<file path="src/rtl/xor_net_bist_if.sv">
// Signal bundle between the XOR-network self-test sequencer and whoever
// hosts it: run control and status, plus the three operand lanes and the result.
interface xor_net_bist_if #(
  parameter int DATA_W = 16
);
  logic                     start;
  logic signed [DATA_W-1:0] net_a;
  logic signed [DATA_W-1:0] net_b;
  logic signed [DATA_W-1:0] net_c;
  logic signed [DATA_W-1:0] net_result;
  logic                     busy;
  logic                     done;
  logic                     pass;
  logic [7:0]               fail_mask;
  logic [7:0]               result_bits;
  logic [2:0]               pattern_idx;

  // Host side: requests runs, feeds back the network output.
  modport master (
    output start, net_result,
    input  net_a, net_b, net_c, busy, done, pass, fail_mask, result_bits, pattern_idx
  );

  // Sequencer side.
  modport slave (
    input  start, net_result,
    output net_a, net_b, net_c, busy, done, pass, fail_mask, result_bits, pattern_idx
  );
endinterface

</file>
<file path="src/rtl/xor_net_bist.sv">
// Built-in self-test for the 3-input XOR network: walks all 8 binary operand
// patterns, thresholds each result and compares it against the XOR parity.
module xor_net_bist #(
  parameter int                       DATA_W        = 16,
  parameter int                       SETTLE_CYCLES = 4,
  parameter logic signed [DATA_W-1:0] THRESH        = 16'sh0080
) (
  input  logic           clk,
  input  logic           rst,
  xor_net_bist_if.slave  bus
);

  typedef enum logic [1:0] {
    IDLE   = 2'd0,
    SETTLE = 2'd1,
    SAMPLE = 2'd2,
    DONE   = 2'd3
  } state_t;

  localparam int                       CNT_W    = (SETTLE_CYCLES > 1) ? $clog2(SETTLE_CYCLES) : 1;
  localparam logic [CNT_W-1:0]         CNT_LAST = CNT_W'(SETTLE_CYCLES - 1);
  localparam logic signed [DATA_W-1:0] ONE      = DATA_W'(256);  // 1.0 in Q8.8

  state_t                   state_q, state_d;
  logic [2:0]               idx_q, idx_d;
  logic [CNT_W-1:0]         cnt_q, cnt_d;
  logic [7:0]               fail_mask_q, fail_mask_d;
  logic [7:0]               result_bits_q, result_bits_d;
  logic                     pass_q, pass_d;
  logic                     busy_q, busy_d;
  logic                     done_q, done_d;
  logic signed [DATA_W-1:0] net_a_q, net_a_d;
  logic signed [DATA_W-1:0] net_b_q, net_b_d;
  logic signed [DATA_W-1:0] net_c_q, net_c_d;
  logic                     dec_bit;

  function automatic logic signed [DATA_W-1:0] enc(input logic b);
    return b ? ONE : '0;
  endfunction

  // Both operands are signed, so negative results never exceed the threshold.
  assign dec_bit = (bus.net_result > THRESH);

  // NOTE: every variable gets its hold/default value before the case so no
  // path leaves one unassigned, which would otherwise infer a latch.
  always_comb begin
    state_d       = state_q;
    idx_d         = idx_q;
    cnt_d         = cnt_q;
    fail_mask_d   = fail_mask_q;
    result_bits_d = result_bits_q;
    pass_d        = pass_q;
    busy_d        = busy_q;
    done_d        = 1'b0;
    net_a_d       = net_a_q;
    net_b_d       = net_b_q;
    net_c_d       = net_c_q;

    case (state_q)
      IDLE: begin
        net_a_d = '0;
        net_b_d = '0;
        net_c_d = '0;
        if (bus.start) begin
          idx_d         = '0;
          cnt_d         = '0;
          fail_mask_d   = '0;
          result_bits_d = '0;
          pass_d        = 1'b0;
          busy_d        = 1'b1;
          state_d       = SETTLE;
        end
      end

      SETTLE: begin
        cnt_d = cnt_q + 1'b1;
        if (cnt_q == CNT_LAST) state_d = SAMPLE;
      end

      SAMPLE: begin
        result_bits_d[idx_q] = dec_bit;
        fail_mask_d[idx_q]   = dec_bit ^ (^idx_q);
        if (idx_q != 3'd7) begin
          idx_d   = idx_q + 3'd1;
          net_a_d = enc(idx_d[2]);
          net_b_d = enc(idx_d[1]);
          net_c_d = enc(idx_d[0]);
          cnt_d   = '0;
          state_d = SETTLE;
        end else begin
          // Pass includes the mismatch bit written on this same edge.
          pass_d  = (fail_mask_d == 8'h00);
          busy_d  = 1'b0;
          done_d  = 1'b1;
          net_a_d = '0;
          net_b_d = '0;
          net_c_d = '0;
          state_d = DONE;
        end
      end

      DONE:    state_d = IDLE;
      default: state_d = IDLE;
    endcase
  end

  // NOTE: sequential state uses non-blocking assignments so all registers
  // update together from the values present before the edge.
  always_ff @(posedge clk or posedge rst) begin
    if (rst) begin
      state_q       <= IDLE;
      idx_q         <= '0;
      cnt_q         <= '0;
      fail_mask_q   <= '0;
      result_bits_q <= '0;
      pass_q        <= 1'b0;
      busy_q        <= 1'b0;
      done_q        <= 1'b0;
      net_a_q       <= '0;
      net_b_q       <= '0;
      net_c_q       <= '0;
    end else begin
      state_q       <= state_d;
      idx_q         <= idx_d;
      cnt_q         <= cnt_d;
      fail_mask_q   <= fail_mask_d;
      result_bits_q <= result_bits_d;
      pass_q        <= pass_d;
      busy_q        <= busy_d;
      done_q        <= done_d;
      net_a_q       <= net_a_d;
      net_b_q       <= net_b_d;
      net_c_q       <= net_c_d;
    end
  end

  assign bus.net_a       = net_a_q;
  assign bus.net_b       = net_b_q;
  assign bus.net_c       = net_c_q;
  assign bus.busy        = busy_q;
  assign bus.done        = done_q;
  assign bus.pass        = pass_q;
  assign bus.fail_mask   = fail_mask_q;
  assign bus.result_bits = result_bits_q;
  assign bus.pattern_idx = idx_q;

endmodule

</file>
<file path="src/flat_wrapper.sv">
// flat-port wrapper written by rule: the top's interface ports become plain ports
module xor_net_bist_flat 
#(
  parameter int                       DATA_W        = 16,
  parameter int                       SETTLE_CYCLES = 4,
  parameter logic signed [DATA_W-1:0] THRESH        = 16'sh0080
)
  (clk, rst, bus_start, bus_net_result, bus_net_a, bus_net_b, bus_net_c, bus_busy, bus_done, bus_pass, bus_fail_mask, bus_result_bits, bus_pattern_idx);
  xor_net_bist_if #(.DATA_W(DATA_W)) bus_i ();
  input  logic clk;
  input  logic rst;
  input wire logic [$bits(bus_i.start)-1:0] bus_start;
  input wire logic [$bits(bus_i.net_result)-1:0] bus_net_result;
  output wire logic [$bits(bus_i.net_a)-1:0] bus_net_a;
  output wire logic [$bits(bus_i.net_b)-1:0] bus_net_b;
  output wire logic [$bits(bus_i.net_c)-1:0] bus_net_c;
  output wire logic [$bits(bus_i.busy)-1:0] bus_busy;
  output wire logic [$bits(bus_i.done)-1:0] bus_done;
  output wire logic [$bits(bus_i.pass)-1:0] bus_pass;
  output wire logic [$bits(bus_i.fail_mask)-1:0] bus_fail_mask;
  output wire logic [$bits(bus_i.result_bits)-1:0] bus_result_bits;
  output wire logic [$bits(bus_i.pattern_idx)-1:0] bus_pattern_idx;
  assign bus_i.start = bus_start;
  assign bus_i.net_result = bus_net_result;
  assign bus_net_a = bus_i.net_a;
  assign bus_net_b = bus_i.net_b;
  assign bus_net_c = bus_i.net_c;
  assign bus_busy = bus_i.busy;
  assign bus_done = bus_i.done;
  assign bus_pass = bus_i.pass;
  assign bus_fail_mask = bus_i.fail_mask;
  assign bus_result_bits = bus_i.result_bits;
  assign bus_pattern_idx = bus_i.pattern_idx;
  xor_net_bist #(.DATA_W(DATA_W), .SETTLE_CYCLES(SETTLE_CYCLES), .THRESH(THRESH)) u_core (.clk(clk), .rst(rst), .bus(bus_i));
endmodule
</file>
<file path="config.mk">
export PLATFORM = sky130hd
export DESIGN_NAME = xor_net_bist_flat
export DESIGN_NICKNAME = d
export VERILOG_FILES = /design/src/rtl/xor_net_bist_if.sv /design/src/rtl/xor_net_bist.sv /design/src/flat_wrapper.sv
export SDC_FILE = /design/constraint.sdc
export NUM_CORES = 1
export LEC_CHECK = 0
export ABC_AREA = 1
export CAP_MARGIN = 20
export CORE_MARGIN = 4
export CORE_UTILIZATION = 41
export CTS_CLUSTER_SIZE = 40
export DETAILED_ROUTE_END_ITERATION = 10
export GPL_TIMING_DRIVEN = 0
export PLACE_DENSITY = 0.81
export SYNTH_ARGS = -nofsm -noshare
export SYNTH_HDL_FRONTEND = slang
export SYNTH_SLANG_ARGS = --single-unit
</file>
<file path="constraint.sdc">
create_clock -name clk -period 2.2 [get_ports clk]
set_input_delay 0.44 -clock clk [delete_from_list [all_inputs] [get_ports clk]]
set_output_delay 0.44 -clock clk [all_outputs]
set_load 0.01 [all_outputs]
</file>
==> impl_metrics.env, run 1 <==
export IMPL_r2r_start="u_core.bus.pattern_idx[0]$_DFFE_PP0P_"
export IMPL_max_stage_delay_ps=460
export IMPL_min_period_ps=1950
export IMPL_antenna_cells=0
export IMPL_ys_warnings_count=0
export IMPL_cp_end_kind="flop"
export IMPL_r2r_end="u_core.bus.pass$_DFFE_PP0P_"
export IMPL_row_count=23
export IMPL_drcViolationCount=0
export IMPL_nets=357
export IMPL_grt_max_degree=30
export IMPL_leakage_nw=1.37
export IMPL_power_density_nw_per_um2=688
export IMPL_io_pin_count=89
export IMPL_cts_tree="built"
export IMPL_crit_start="u_core.bus.pattern_idx[0]$_DFFE_PP0P_"
export IMPL_overflow=0
export IMPL_gp_congestion=0.894
export IMPL_crit_path_start_kind="flop"
export IMPL_grt_pass1_wl_um=6490
export IMPL_dr_pass1_iters=4
export IMPL_cp_slowest_cell="dfrtp_1"
export IMPL_grt_pass1_vias=1504
export IMPL_synthDistinctLibCells=22
export IMPL_hold_buffers=0
export IMPL_max_cap_violations=0
export IMPL_finalSetupTns_ps=0
export IMPL_drv_slew=0
export IMPL_clock_root_buffer="clkbuf_8"
export IMPL_syn_area_per_cell_um2=7.60
export IMPL_syn_inst=240
export IMPL_area_delta_synth_final_pct=42.0
export IMPL_cts_sinks=29
export IMPL_vias_per_cell=4.28
export IMPL_setup_violations=0
export IMPL_worst_setup_path_type="reg2reg"
export IMPL_cts_inserted_buffers=5
export IMPL_htree_num_levels=2
export IMPL_rr_worst_depth=9
export IMPL_status="completed"
export IMPL_path_buf_inv=1
export IMPL_path_max_fanout=7
export IMPL_hpwl_um=3260
export IMPL_timing_fmax_mhz=512
export IMPL_coreArea_um2=4140
export IMPL_crit_arrival_ps=2120
export IMPL_reg2reg_slack_ps=250
export IMPL_wl_per_cell_um=10.5
export IMPL_worstPathRequired_ps=2370
export IMPL_totalWireLength_um=4060
export IMPL_die_area_um2=5580
export IMPL_via_count=1654
export IMPL_worstPathCellList="ha_1, xnor2_1, inv_1, nand3_1, nand2_1, o21ai_0, nor2_1, nand3_1, nand2_1"
export IMPL_hold_viol=0
export IMPL_initial_core_util=0.440
export IMPL_syn_cell_area_um2=1820
export IMPL_critical_path_top_delay_family="flip-flops"
export IMPL_cts_setup_buffers=0
export IMPL_rsz0062_at_grt="false"
export IMPL_ys_seq_area_frac=0.398
export IMPL_finalPower_mw=1.78
export IMPL_period_share=0.888
export IMPL_fillers=367
export IMPL_die_h_um=74.7
export IMPL_clock_latency_ps=270
export IMPL_ant_nets=0
export IMPL_grt_usage=0.147
export IMPL_path_clk_slew_ps=60
export IMPL_antenna_found_initial=0
export IMPL_irDropWorstVdd_mv=0.534
export IMPL_post_cts_resize_count=0
export IMPL_numPortBuffers=43
export IMPL_die_x_um=74.7
export IMPL_ys_ff_latch=29
export IMPL_hp_class="in2async"
export IMPL_drt_iter0_markers=84
export IMPL_cts_path_max_buffers=2
export IMPL_skew_ps=7.26
export IMPL_drive_gt1_frac=0.167
where the power goes:
group	switching, mW	internal [mW]	leakage [nW]
registers	0.0750	0.620	0.390
clock network	0.179	0.224	0.0395
logic	0.381	0.302	0.938
total	0.635	1.15	1.37
state kept, by name, summed over array words and instances (netlist names):
| register | flops |
|---|---|
| u_core.state_q | 2 |
| u_core.bus.pattern_idx | 3 |
| u_core.bus.fail_mask | 8 |
| u_core.bus.net_a | 1 |
| u_core.cnt_q | 2 |
| u_core.bus.busy | 1 |
| u_core.bus.net_c | 1 |
| u_core.bus.net_b | 1 |
| u_core.bus.pass | 1 |
| u_core.bus.result_bits | 8 |
| u_core.bus.done | 1 |
kinds of logic (layout without fill, tap and decap cells):
family,after synthesis,count (layout),synth area share
DFF,29,29,0.398
other,1,45,0.00206
and+or+nand+nor,96,96,0.220
buffers and inverters,75,127,0.248
AOI/OAI and AO/OA,35,35,0.107
xor gates and xnor gates,1,1,0.00480
adders and majority gates,3,3,0.0206
metal layers:
metal / track usage / routed length, um / vias up
li1: - / - / 864
met2: 0.249 / 1960 / 61
met3: 0.0374 / 370 / 2
met5: 0 / 0 / -
met1: 0.191 / 1710 / 727
met4: 0.0336 / 18 / 0
cell type report:
type                            count  area (um2)  area share
Tap cell                           50        62.6      0.0242
Clock buffer                        8        80.1      0.0309
Multi-Input combinational cell    180         812       0.314
Sequential cell                    29         726       0.280
Inverter                           29         109      0.0420
Timing Repair Buffer               44         458       0.177
Buffer                             46         343       0.132
how the worst max path moves through the flow:
| stage | endpoint | cells past startpoint |
|---|---|---|
| finish | u_core.bus.pass$_DFFE_PP0P_ | 9 |
| global route | u_core.bus.pass$_DFFE_PP0P_ | 9 |
| CTS | u_core.bus.pass$_DFFE_PP0P_ | 9 |
| detailed placement | u_core.bus.pass$_DFFE_PP0P_ | 12 |
| global placement | u_core.bus.pass$_DFFE_PP0P_ | 13 |
| floorplan | u_core.bus.pass$_DFFE_PP0P_ | 9 |
cell usage after synthesis, drive strengths merged:
cell   number  area [um2]
ha          3        37.5
a22o        1        8.76
nor2       27         106
o21ai      16        80.1
a32o        1        10.0
buf        46         343
inv        29         109
dfrtp      29         726
a21oi       9        45.0
conb        1        3.75
nand2      47         179
o31ai       1        7.51
nor3        9        45.0
o22ai       7        43.8
nor2b       1        6.26
xnor2       1        8.76
nand3      12        65.1
layout by cell type, fill, tap and decap left out:
cell type	n
a21oi_1	9
a22o_1	1
a32o_1	1
buf_16	1
buf_2	1
buf_4	45
clkbuf_1	3
clkbuf_8	5
clkdlybuf4s50_1	43
conb_1	45
dfrtp_1	29
ha_1	3
inv_1	29
nand2_1	46
nand2_2	1
nand3_1	11
nand3_2	1
nor2_1	25
nor2_2	2
nor2b_1	1
nor3_1	9
o21ai_0	15
o21ai_1	1
o22ai_1	7
o31ai_1	1
xnor2_1	1
stage by stage:
stage	instances	worst slack [ps]	hold WS (ps)	util	cell area, um2
finish	386	247	414	0.625	2590
global route	386	76.7	432	0.625	2590
CTS	385	297	486	0.618	2560
detailed placement	377	53.7	479	0.599	2480
global placement	377	71.3	464	0.599	2480
floorplan	284	511	450	-	1990
Note: power is estimated with default switching activity, not from simulation.
==> inputs of run 2 (changes only) <==
- CORE_MARGIN: 4 -> default
==> impl_metrics.env, run 2 (synthesized netlist as in run 1, its figures left out) <==
export IMPL_status="completed"
export IMPL_p_sw_mw=0.635
export IMPL_hp_class="reg2reg"
export IMPL_worstPathCellList="clkdlybuf4s50_1, nor2_1, nand2_1, nor2_2, nand2_1, nand3_2, nand2_1, nand3_1, nand2_1, nand2_1, nor2_1, nand3_1, nand2_1"
export IMPL_drt_iter0_markers=98
export IMPL_grt_max_degree=30
export IMPL_cts_path_max_buffers=2
export IMPL_io_pin_count=89
export IMPL_nets=357
export IMPL_ant_nets=0
export IMPL_mostFrequentLayoutCells="nand2_1 (46), buf_4 (45), conb_1 (45)"
export IMPL_crit_arrival_ps=2130
export IMPL_r2r_end="u_core.bus.pass$_DFFE_PP0P_"
export IMPL_die_x_um=68.7
export IMPL_final_common_cell="nand2_1"
export IMPL_drive_gt1_frac=0.176
export IMPL_vias_per_cell=4.23
export IMPL_rsz0062_at_grt="false"
export IMPL_finalSetupTns_ps=0
export IMPL_power_density_nw_per_um2=706
export IMPL_combPwrFrac=0.365
export IMPL_grt_usage=0.191
export IMPL_cp_end_kind="flop"
export IMPL_cts_sinks=29
export IMPL_worstMarginPinSlew_ps=587
export IMPL_htree_num_levels=2
export IMPL_final_area_um2=2600
export IMPL_grt_pass1_vias=1481
export IMPL_hpwl_um=3180
export IMPL_clock_root_buffer="clkbuf_8"
export IMPL_path_max_fanout=10
export IMPL_area_delta_synth_final_pct=42.5
export IMPL_die_area_um2=4720
export IMPL_cp_endpoint="u_core.bus.pass$_DFFE_PP0P_"
export IMPL_totalWireLength_um=3920
export IMPL_hold_buffers=0
export IMPL_wl_per_cell_um=10.2
export IMPL_numPortBuffers=43
export IMPL_worst_setup_path_type="in2reg"
export IMPL_antenna_found_initial=0
export IMPL_grt_pass1_wl_um=6610
export IMPL_dr_pass1_iters=4
export IMPL_drv_slew=0
export IMPL_post_cts_resize_count=0
export IMPL_via_count=1631
export IMPL_max_stage_delay_ps=490
export IMPL_crit_path_start_kind="input port"
export IMPL_worst_path_stages=13
export IMPL_irDropWorstVdd_mv=0.510
export IMPL_cts_inserted_buffers=5
export IMPL_r2r_start="u_core.bus.pattern_idx[0]$_DFFE_PP0P_"
export IMPL_seqPwrFrac=0.378
export IMPL_min_period_ps=1910
export IMPL_setup_violations=0
export IMPL_reg2reg_slack_ps=300
export IMPL_hold_viol=0
export IMPL_overflow=0
export IMPL_cts_setup_buffers=0
export IMPL_slew_headroom=0.608
export IMPL_clkPwrFrac=0.257
export IMPL_crit_start="bus_net_result[14]"
export IMPL_period_share=0.870
export IMPL_worstPathRequired_ps=2420
export IMPL_initial_core_util=0.440
export IMPL_skew_ps=4.66
export IMPL_max_cap_violations=0
export IMPL_clock_latency_ps=270
export IMPL_critical_path_top_delay_family="simple AND/OR/NAND/NOR gates"
export IMPL_path_buf_inv=1
export IMPL_coreArea_um2=4140
export IMPL_crit_path_frequent_cell="nand2_1"
export IMPL_leakage_nw=1.38
export IMPL_timing_fmax_mhz=523
export IMPL_drcViolationCount=0
export IMPL_path_clk_slew_ps=60
export IMPL_cts_tree="built"
export IMPL_rr_worst_depth=9
export IMPL_die_h_um=68.7
export IMPL_row_count=23
export IMPL_place_area_um2=2480
export IMPL_gp_congestion=0.890
export IMPL_netSwitchingFraction=0.346
export IMPL_p_int_mw=1.20
export IMPL_antenna_cells=0
export IMPL_cp_slowest_cell="clkdlybuf4s50_1"
-- run 2: changes by cell type in the layout (fill, tap and decap cells not counted), sizes merged --
cell / before / now
clkbuf: 8 / 7
clkinv: 0 / 1
-- run 2: worst min-delay path by stage --
| stage | start | endpoint | slack, ps | cells past startpoint |
|---|---|---|---|---|
| 6_report | u_core.cnt_q[0]$_DFFE_PP0P_ | u_core.cnt_q[0]$_DFFE_PP0P_ | 480 | 1 |
| 5_1_grt | u_core.cnt_q[0]$_DFFE_PP0P_ | u_core.cnt_q[0]$_DFFE_PP0P_ | 500 | 1 |
| 4_1_cts | u_core.cnt_q[0]$_DFFE_PP0P_ | u_core.cnt_q[0]$_DFFE_PP0P_ | 480 | 1 |
| 3_5_place_dp | u_core.cnt_q[0]$_DFFE_PP0P_ | u_core.cnt_q[0]$_DFFE_PP0P_ | 470 | 1 |
| 3_3_place_gp | u_core.cnt_q[0]$_DFFE_PP0P_ | u_core.cnt_q[0]$_DFFE_PP0P_ | 460 | 1 |
| 2_1_floorplan | u_core.cnt_q[0]$_DFFE_PP0P_ | u_core.cnt_q[0]$_DFFE_PP0P_ | 450 | 1 |
-- run 2: final cells by class --
cell class	instances	area (um2)
plain buffers	46	343
clock buffers	7	96.3
clock inverters	1	5.00
fillers	380	1550
inverters	29	109
multi-input cells	180	812
flip-flops and latches	29	726
well taps	50	62.6
repair buffers	44	445
-- run 2: worst reg2reg max path, stage by stage, from the launching register on --
cell     delay [ps]
dfrtp_1         450
ha_1            350
xnor2_1         260
inv_1            90
nand3_1          90
nand2_1          90
o21ai_0         220
nor2_1           90
nand3_1         100
nand2_1          50
-- run 2: power by group through the flow --
| stage | logic (mW) | registers [mW] | clock network, mW |
|---|---|---|---|
| finish | 0.670 | 0.693 | 0.472 |
| global route | 0.756 | 0.705 | 0.510 |
| CTS | 0.665 | 0.694 | 0.485 |
| detailed placement | 0.661 | 0.703 | 0 |
| global placement | 0.649 | 0.701 | 0 |
| floorplan | 0.417 | 0.714 | 0 |
-- run 2: routing by layer --
layer	GRT usage	share of wire	vias to the layer above
li1	-	-	869
met1	0.248	0.45	701
met2	0.317	0.47	56
met3	0.0362	0.069	5
met4	0.0612	0.012	0
met5	0	0	-
-- run 2: through the flow --
stage	setup slack (ps)	hold slack [ps]	power, mW	util	std cells
detailed placement	8.39	472	1.36	0.599	377
finish	286	482	1.84	0.627	386
global placement	101	463	1.35	0.599	377
floorplan	511	450	1.13	-	284
global route	35.0	497	1.97	0.627	386
CTS	304	480	1.84	0.623	385
